===== config.mk =====
export PLATFORM = sky130hd
export DESIGN_NAME = serial_alu8_flat
export DESIGN_NICKNAME = d
export VERILOG_FILES = /design/src/rtl/serial_alu8_pkg.sv /design/src/rtl/serial_alu8_if.sv /design/src/rtl/bit_slice1.sv /design/src/rtl/not8.sv /design/src/rtl/serial_alu8.sv /design/src/flat_wrapper.sv
export SDC_FILE = /design/constraint.sdc
export NUM_CORES = 1
export LEC_CHECK = 0
export CAP_MARGIN = 20
export CORE_AREA = 5 5 70 72
export CTS_CLUSTER_DIAMETER = 150
export DETAILED_ROUTE_END_ITERATION = 10
export DIE_AREA = 0 0 75 77
export HOLD_SLACK_MARGIN = 0.05
export PLACE_DENSITY = 0.84
export SETUP_SLACK_MARGIN = 0.4
export SLEW_MARGIN = 0
export SYNTH_ARGS = -nofsm -noshare
export SYNTH_HDL_FRONTEND = slang
export SYNTH_SLANG_ARGS = --single-unit

===== constraint.sdc =====
create_clock -name clk -period 1.7 [get_ports clk]
set_clock_uncertainty 0.1 [all_clocks]
set_input_delay 0.34 -clock clk [delete_from_list [all_inputs] [get_ports clk]]
set_output_delay 0.34 -clock clk [all_outputs]
set_load 0.02 [all_outputs]

===== src/rtl/serial_alu8_pkg.sv =====
// serial_alu8_pkg: opcodes, FSM state encoding and gate helpers shared by the
// bit-serial ALU, its 1-bit slice and the NOT stage.
// Contents: OP_* opcodes, state_t (S_IDLE/S_EXEC), nand2(), is_arith().
package serial_alu8_pkg;

  localparam logic [2:0] OP_NOT  = 3'b000;
  localparam logic [2:0] OP_AND  = 3'b001;
  localparam logic [2:0] OP_OR   = 3'b010;
  localparam logic [2:0] OP_XOR  = 3'b011;
  localparam logic [2:0] OP_ADD  = 3'b100;
  localparam logic [2:0] OP_SUB  = 3'b101;
  localparam logic [2:0] OP_INC  = 3'b110;
  localparam logic [2:0] OP_PASS = 3'b111;

  typedef enum logic {
    S_IDLE = 1'b0,
    S_EXEC = 1'b1
  } state_t;

  // Every gate in the datapath is expressed through this primitive.
  function automatic logic nand2(input logic x, input logic y);
    return ~(x & y);
  endfunction

  // Ops whose carry chain is live (ADD, SUB, INC).
  function automatic logic is_arith(input logic [2:0] op);
    return (op == OP_ADD) || (op == OP_SUB) || (op == OP_INC);
  endfunction

endpackage


===== src/rtl/serial_alu8_if.sv =====
// serial_alu8_if: request/result bundle between operand registers, the ALU and
// the result bus. master drives start/op/a/b; slave (the ALU) drives
// busy/done/out/carry/zero.
interface serial_alu8_if;

  logic       start;
  logic [2:0] op;
  logic [7:0] a;
  logic [7:0] b;
  logic       busy;
  logic       done;
  logic [7:0] out;
  logic       carry;
  logic       zero;

  modport master (
    output start, op, a, b,
    input  busy, done, out, carry, zero
  );

  modport slave (
    input  start, op, a, b,
    output busy, done, out, carry, zero
  );

endinterface


===== src/rtl/bit_slice1.sv =====
// bit_slice1: one-bit ALU slice (logic ops + full adder) built from NANDs.
// Latency: combinational. Backpressure: none.
// Ports: a_i, b_i, cin_i, op_i[2:0] in; r_o result bit, cout_o carry out.
module bit_slice1
  import serial_alu8_pkg::*;
(
  input  logic       a_i,
  input  logic       b_i,
  input  logic       cin_i,
  input  logic [2:0] op_i,
  output logic       r_o,
  output logic       cout_o
);

  logic n_ab, n_a, n_b;
  logic and_ab, or_ab, xor_ab;
  logic n_xc, sum;

  assign n_ab   = nand2(a_i, b_i);
  assign n_a    = nand2(a_i, a_i);
  assign n_b    = nand2(b_i, b_i);
  assign and_ab = nand2(n_ab, n_ab);
  assign or_ab  = nand2(n_a, n_b);
  // Classic four-NAND XOR, reusing n_ab as the shared first gate.
  assign xor_ab = nand2(nand2(a_i, n_ab), nand2(b_i, n_ab));
  assign n_xc   = nand2(xor_ab, cin_i);
  assign sum    = nand2(nand2(xor_ab, n_xc), nand2(cin_i, n_xc));
  // cout = a&b | (a^b)&cin
  assign cout_o = nand2(n_ab, n_xc);

  always_comb begin
    r_o = a_i;
    case (op_i)
      OP_AND:                 r_o = and_ab;
      OP_OR:                  r_o = or_ab;
      OP_XOR:                 r_o = xor_ab;
      OP_ADD, OP_SUB, OP_INC: r_o = sum;
      // NOT: operand a was inverted at capture, so the slice passes it.
      default:                r_o = a_i;
    endcase
  end

endmodule


===== src/rtl/not8.sv =====
// not8: 8-bit inverter stage, each bit a NAND with both inputs tied.
// Latency: combinational. Backpressure: none.
// Ports: a_i[7:0] in, y_o[7:0] = ~a_i out.
module not8
  import serial_alu8_pkg::*;
(
  input  logic [7:0] a_i,
  output logic [7:0] y_o
);

  always_comb begin
    y_o = 8'h00;
    for (int i = 0; i < 8; i++) begin
      y_o[i] = nand2(a_i[i], a_i[i]);
    end
  end

endmodule


===== src/rtl/serial_alu8.sv =====
// serial_alu8: bit-serial 8-bit ALU, one bit per clock LSB-first.
// Latency: 8 clocks start edge -> result edge; one op in flight at a time.
// Backpressure: start is only sampled while idle; requests while busy are dropped.
// Ports: clk, reset (sync, active-high); bus (slave): start/op/a/b in,
//        busy/done/out/carry/zero out.
module serial_alu8
  import serial_alu8_pkg::*;
(
  input  logic         clk,
  input  logic         reset,
  serial_alu8_if.slave bus
);

  state_t     state_q;
  logic [2:0] cnt_q;
  logic [2:0] op_q;
  logic [7:0] a_q, b_q, res_q;
  logic       c_q;
  logic       busy_q, done_q, carry_q, zero_q;
  logic [7:0] out_q;

  logic [7:0] a_inv, b_inv;
  logic [7:0] a_cap, b_cap;
  logic       c_seed;
  logic       slice_r, slice_cout;
  logic [7:0] res_d;

  not8 u_not_a (.a_i(bus.a), .y_o(a_inv));
  not8 u_not_b (.a_i(bus.b), .y_o(b_inv));

  // Operand conditioning at capture: NOT inverts a, SUB inverts b,
  // INC adds zero with a carry-in of one.
  always_comb begin
    a_cap  = (bus.op == OP_NOT) ? a_inv : bus.a;
    b_cap  = bus.b;
    if (bus.op == OP_SUB) b_cap = b_inv;
    if (bus.op == OP_INC) b_cap = 8'h00;
    c_seed = (bus.op == OP_SUB) || (bus.op == OP_INC);
  end

  bit_slice1 u_slice (
    .a_i   (a_q[0]),
    .b_i   (b_q[0]),
    .cin_i (c_q),
    .op_i  (op_q),
    .r_o   (slice_r),
    .cout_o(slice_cout)
  );

  // New bit enters at the top; after 8 shifts bit 0 sits at the bottom.
  assign res_d = {slice_r, res_q[7:1]};

  always_ff @(posedge clk) begin
    if (reset) begin
      state_q <= S_IDLE;
      cnt_q   <= 3'd0;
      op_q    <= OP_NOT;
      a_q     <= 8'h00;
      b_q     <= 8'h00;
      res_q   <= 8'h00;
      c_q     <= 1'b0;
      busy_q  <= 1'b0;
      done_q  <= 1'b0;
      out_q   <= 8'h00;
      carry_q <= 1'b0;
      zero_q  <= 1'b0;
    end else begin
      done_q <= 1'b0;
      case (state_q)
        S_IDLE: begin
          if (bus.start) begin
            state_q <= S_EXEC;
            cnt_q   <= 3'd0;
            op_q    <= bus.op;
            a_q     <= a_cap;
            b_q     <= b_cap;
            c_q     <= c_seed;
            res_q   <= 8'h00;
            busy_q  <= 1'b1;
          end
        end
        S_EXEC: begin
          a_q   <= a_q >> 1;
          b_q   <= b_q >> 1;
          res_q <= res_d;
          cnt_q <= cnt_q + 3'd1;
          if (is_arith(op_q)) c_q <= slice_cout;
          if (cnt_q == 3'd7) begin
            out_q   <= res_d;
            carry_q <= is_arith(op_q) ? slice_cout : 1'b0;
            zero_q  <= (res_d == 8'h00);
            done_q  <= 1'b1;
            busy_q  <= 1'b0;
            state_q <= S_IDLE;
          end
        end
        default: state_q <= S_IDLE;
      endcase
    end
  end

  assign bus.busy  = busy_q;
  assign bus.done  = done_q;
  assign bus.out   = out_q;
  assign bus.carry = carry_q;
  assign bus.zero  = zero_q;

endmodule


===== src/flat_wrapper.sv =====
// flat-port wrapper written by rule: the top's interface ports become plain ports
module serial_alu8_flat import serial_alu8_pkg::*;
  (clk, reset, bus_start, bus_op, bus_a, bus_b, bus_busy, bus_done, bus_out, bus_carry, bus_zero);
  serial_alu8_if bus_i ();
  input  logic clk;
  input  logic reset;
  input wire logic [$bits(bus_i.start)-1:0] bus_start;
  input wire logic [$bits(bus_i.op)-1:0] bus_op;
  input wire logic [$bits(bus_i.a)-1:0] bus_a;
  input wire logic [$bits(bus_i.b)-1:0] bus_b;
  output wire logic [$bits(bus_i.busy)-1:0] bus_busy;
  output wire logic [$bits(bus_i.done)-1:0] bus_done;
  output wire logic [$bits(bus_i.out)-1:0] bus_out;
  output wire logic [$bits(bus_i.carry)-1:0] bus_carry;
  output wire logic [$bits(bus_i.zero)-1:0] bus_zero;
  assign bus_i.start = bus_start;
  assign bus_i.op = bus_op;
  assign bus_i.a = bus_a;
  assign bus_i.b = bus_b;
  assign bus_busy = bus_i.busy;
  assign bus_done = bus_i.done;
  assign bus_out = bus_i.out;
  assign bus_carry = bus_i.carry;
  assign bus_zero = bus_i.zero;
  serial_alu8 u_core (.clk(clk), .reset(reset), .bus(bus_i));
endmodule

==> metrics.md, run 1 <==
| Metric | Value |
|---|---|
| Cell variety after synth | 31 |
| Row cnt | 24 |
| Layout cells sized above 1 | 28.10% |
| Status | finished clean |
| Post-synthesis compound-gate area fraction | 14.60% |
| Crit. End Element | flip-flop |
| Synth top area share | 43.11% |
| Synth Area per Inst | 8.607 um2 |
| Post-Synth XOR/XNOR Area | 7.456% |
| Placed Cells | 310 |
| Non-filler instance count after layout | 326 |
| Hold Crit Depth | 2 |
| Register area share after synthesis | 43.11% |
| Starting density of the core | 47.16% |
| CTS Root Cell | clkbuf_8 |
| Area contributors post-synth | dfxtp_1 43%, nor3b_1 7.5%, nor2_1 6.4% |
| Vert. Die Dim | 77 um |
| Highest clock rate | 624.7 MHz |
| Worst Tran Pin Value | 382.7 ps |
| Post-synthesis mux area share | 2.005% |
| Bufs on Longest Clock Path | 2 |
| Setup TNS Final | 0 ps |
| CTS Sinks | 43 |
| Worst-path clk slew | 80 ps |
| Routability cong. | 0.8080 |
| Max_slew headroom | 74.25% |
| Layout area overhead | 36.59% |
| Die area | 0.005775 mm2 |
| Crit path time final | 1601 ps |
| Post-synth ARST share | 0% |
| Worst hold path type | flip-flop to flip-flop |
| Largest area contributor in the netlist | dfxtp_1 |
| Max_cap viols | 0 |
| Yosys reg bits | 43 |
| DRC viols | 0 |
| Final core occ | 64.42% |
| Final period utilization | 94.17% |
| ANT cells | 0 |
| Drt initial violations | 159 |
| Area share of fa/ha/maj cells after synthesis | 3.509% |
| Hpwl dp | 2.919 mm |
| Grt ovf | 0 |
| Post-Syn Area | 0.001997 mm2 |
| CTS tree | built |
| Antenna violations before repair | 0 |
| Vias per inst | 5.460 |
| Slowest stage cell, crit path | dfxtp_2 |
| Num ports | 34 |
| Fillcell total | 368 |
| Final Hold Viols | 0 |
| Leak pwr | 1.038 nW |
| Net Count, Synth | 259 |
| Delay-heaviest family, CP | flip-flops |
| Global-route usage over all layers | 16.76% |
| Vias in the first global route | 1692 |
| Antenna-violating nets left | 0 |
| Nets | 300 |
| Worst path max stage delay | 370 ps |
| RSZ-0062 raised after global routing | yes |
| Dominant synthesized flop cell | dfxtp_1 |
| Warnings from Yosys | 0 |
| Vias after detailed routing | 1780 |
| PD cells | 876.0 mW/mm2 |
| Crit path cell chain | inv_1 > ha_4 > mux2i_1 > a31oi_1 > and3_1 > o21ai_1 |
| Die Wd | 75 um |
| Max Transition Viols Final | 0 |
| Worst reg2reg path depth | 6 |
| Mapped Cells | 232 |
| Clock buffer count from CTS | 5 |
| Count of final setup violators | 0 |
| Largest net degree at the start of global routing | 44 |
| Wirelength per Cell | 14.69 um |
| Detailed Route WL | 4.788 mm |
| Worst endpoint required time | 1790 ps |
| First-pass GRT wire length | 7.631 mm |
| Core ar. | 0.004234 mm2 |
| H-tree levels | 2 |
| Worst path depth | 6 |
| Synth Area in Simple Gates | 24.50% |
| Count leader, synth | dfxtp_1 |
| Hold buffers post-CTS | 0 |
| Clk Latency, worst-skew pair | 300 ps |
| Worst setup SP type | flip-flop |
| Bufs and invs on worst path | 1 |
| Largest family of logic cells by synthesized area | simple AND/OR/NAND/NOR gates |
| Worst IR Drop VDD | 0.5951 mV |
| Crit Path Max Fanout | 3 |
| IO buf count | 33 |
| Arrival @ worst endpoint | 1690 ps |
| Post-synth EDFFs | 0 |
| Drt pass-1 iters | 4 |
| Setup CP Type | flip-flop to flip-flop |
| Most common library cells after synthesis | 43 x dfxtp_1, 34 x nor2_1, 24 x a21oi_1, 22 x nand2_1, 20 x nor3b_1 |
[cell type report]
| type | count | area (um2) | share of cell area, % |
|---|---|---|---|
| tap | 52 | 65.06 | 2.385 |
| inverter | 3 | 11.26 | 0.4128 |
| clock buffer | 5 | 68.82 | 2.523 |
| multi-input combinational | 166 | 1177 | 43.17 |
| sequential | 43 | 875.8 | 32.11 |
| clock inverter | 3 | 67.56 | 2.477 |
| timing repair buffer | 54 | 461.7 | 16.93 |
[worst min-delay path: cells and delay by family, from the launching register on]
family	cells	cell delay [ps]
compound gates	1	50
flops	1	310
simple gates	1	50
[layer usage]
| metal | vias to the layer above | share of wire (%) | track usage (%) |
|---|---|---|---|
| li1 | 894 | - | - |
| met1 | 829 | 42 | 20.26 |
| met2 | 46 | 50 | 27.26 |
| met3 | 11 | 5.4 | 4.183 |
| met4 | 0 | 2.7 | 7.651 |
| met5 | - | 0 | 0 |
[logic make-up (layout without fill, tap and decap cells)]
family                   after synthesis  in the layout
AND/OR/NAND/NOR                       95             96
AO/OA/AOI/OAI                         44             44
adder cells (fa/ha/maj)                5              5
multiplexers                           4              4
XOR/XNOR                              17             17
flip-flops                            43             43
buffers and inverters                 24             65
[repair_timing]
| item | CTS | global route |
|---|---|---|
| gates cloned | 2 | 0 |
| pin swaps | 5 | 4 |
| buffers inserted | 4 | 2 |
| resized for setup | 64 | 18 |
| endpoints found under the setup margin | 45 | 34 |
[path summary, 6_finish.rpt]
path,start,endpoint,slack (ps)
hold / removal,u_core.bus.out[7],u_core.bus.out[7],350
setup reg to reg,u_core.b_q[0],u_core.bus.zero,100
setup / recovery,u_core.b_q[0],u_core.bus.zero,100
hold reg to reg,u_core.bus.out[7],u_core.bus.out[7],350
[cell usage in the layout (no fill, tap or decap), drive strengths merged, types with 3 or more instances in the layout]
master,Yosys,layout
a21oi,24,24
a221oi,14,14
and2,2,3
buf,6,32
clkbuf,15,9
clkdlybuf4s50,0,17
dfxtp,43,43
ha,4,4
inv,3,3
mux2i,4,4
nand2,22,22
nand4,3,3
nor2,34,34
nor3,5,5
nor3b,20,20
xnor2,9,9
xor2,8,8
[stage by stage]
step | power, mW | setup slack (ps) | hold slack, ps | instance area (um2)
after floorplan | 1.301 | 228.1 | 339.8 | 2083
after global placement | 1.409 | -162.7 | 333.4 | 2500
after detailed placement | 1.420 | -206.0 | 346.7 | 2500
after CTS | 2.390 | 164.9 | 355.9 | 2675
after global routing | 2.477 | 71.48 | 378.1 | 2728
final | 2.389 | 99.16 | 352.3 | 2728
[state kept, by name, summed over array words and instances (netlist names)]
name / flops
u_core.a_q: 8
u_core.c_q: 1
u_core.bus.carry: 1
u_core.res_q: 7
u_core.cnt_q: 3
u_core.op_q: 3
u_core.bus.done: 1
u_core.b_q: 8
u_core.bus.out: 8
u_core.bus.busy: 1
u_core.bus.zero: 1
u_core.state_q: 1
[report_power, final]
group / switching, mW / internal [mW]
Sequential: 0.0371 / 1.05
Combinational: 0.174 / 0.183
Clock: 0.365 / 0.586
Note: power is estimated with default switching activity, not from simulation.
==> inputs of run 2 (changes only) <==
- SLEW_MARGIN: 0 -> 15
==> results of run 2 <==
No change in the layout: final DEF, timing and power equal those of run 1.
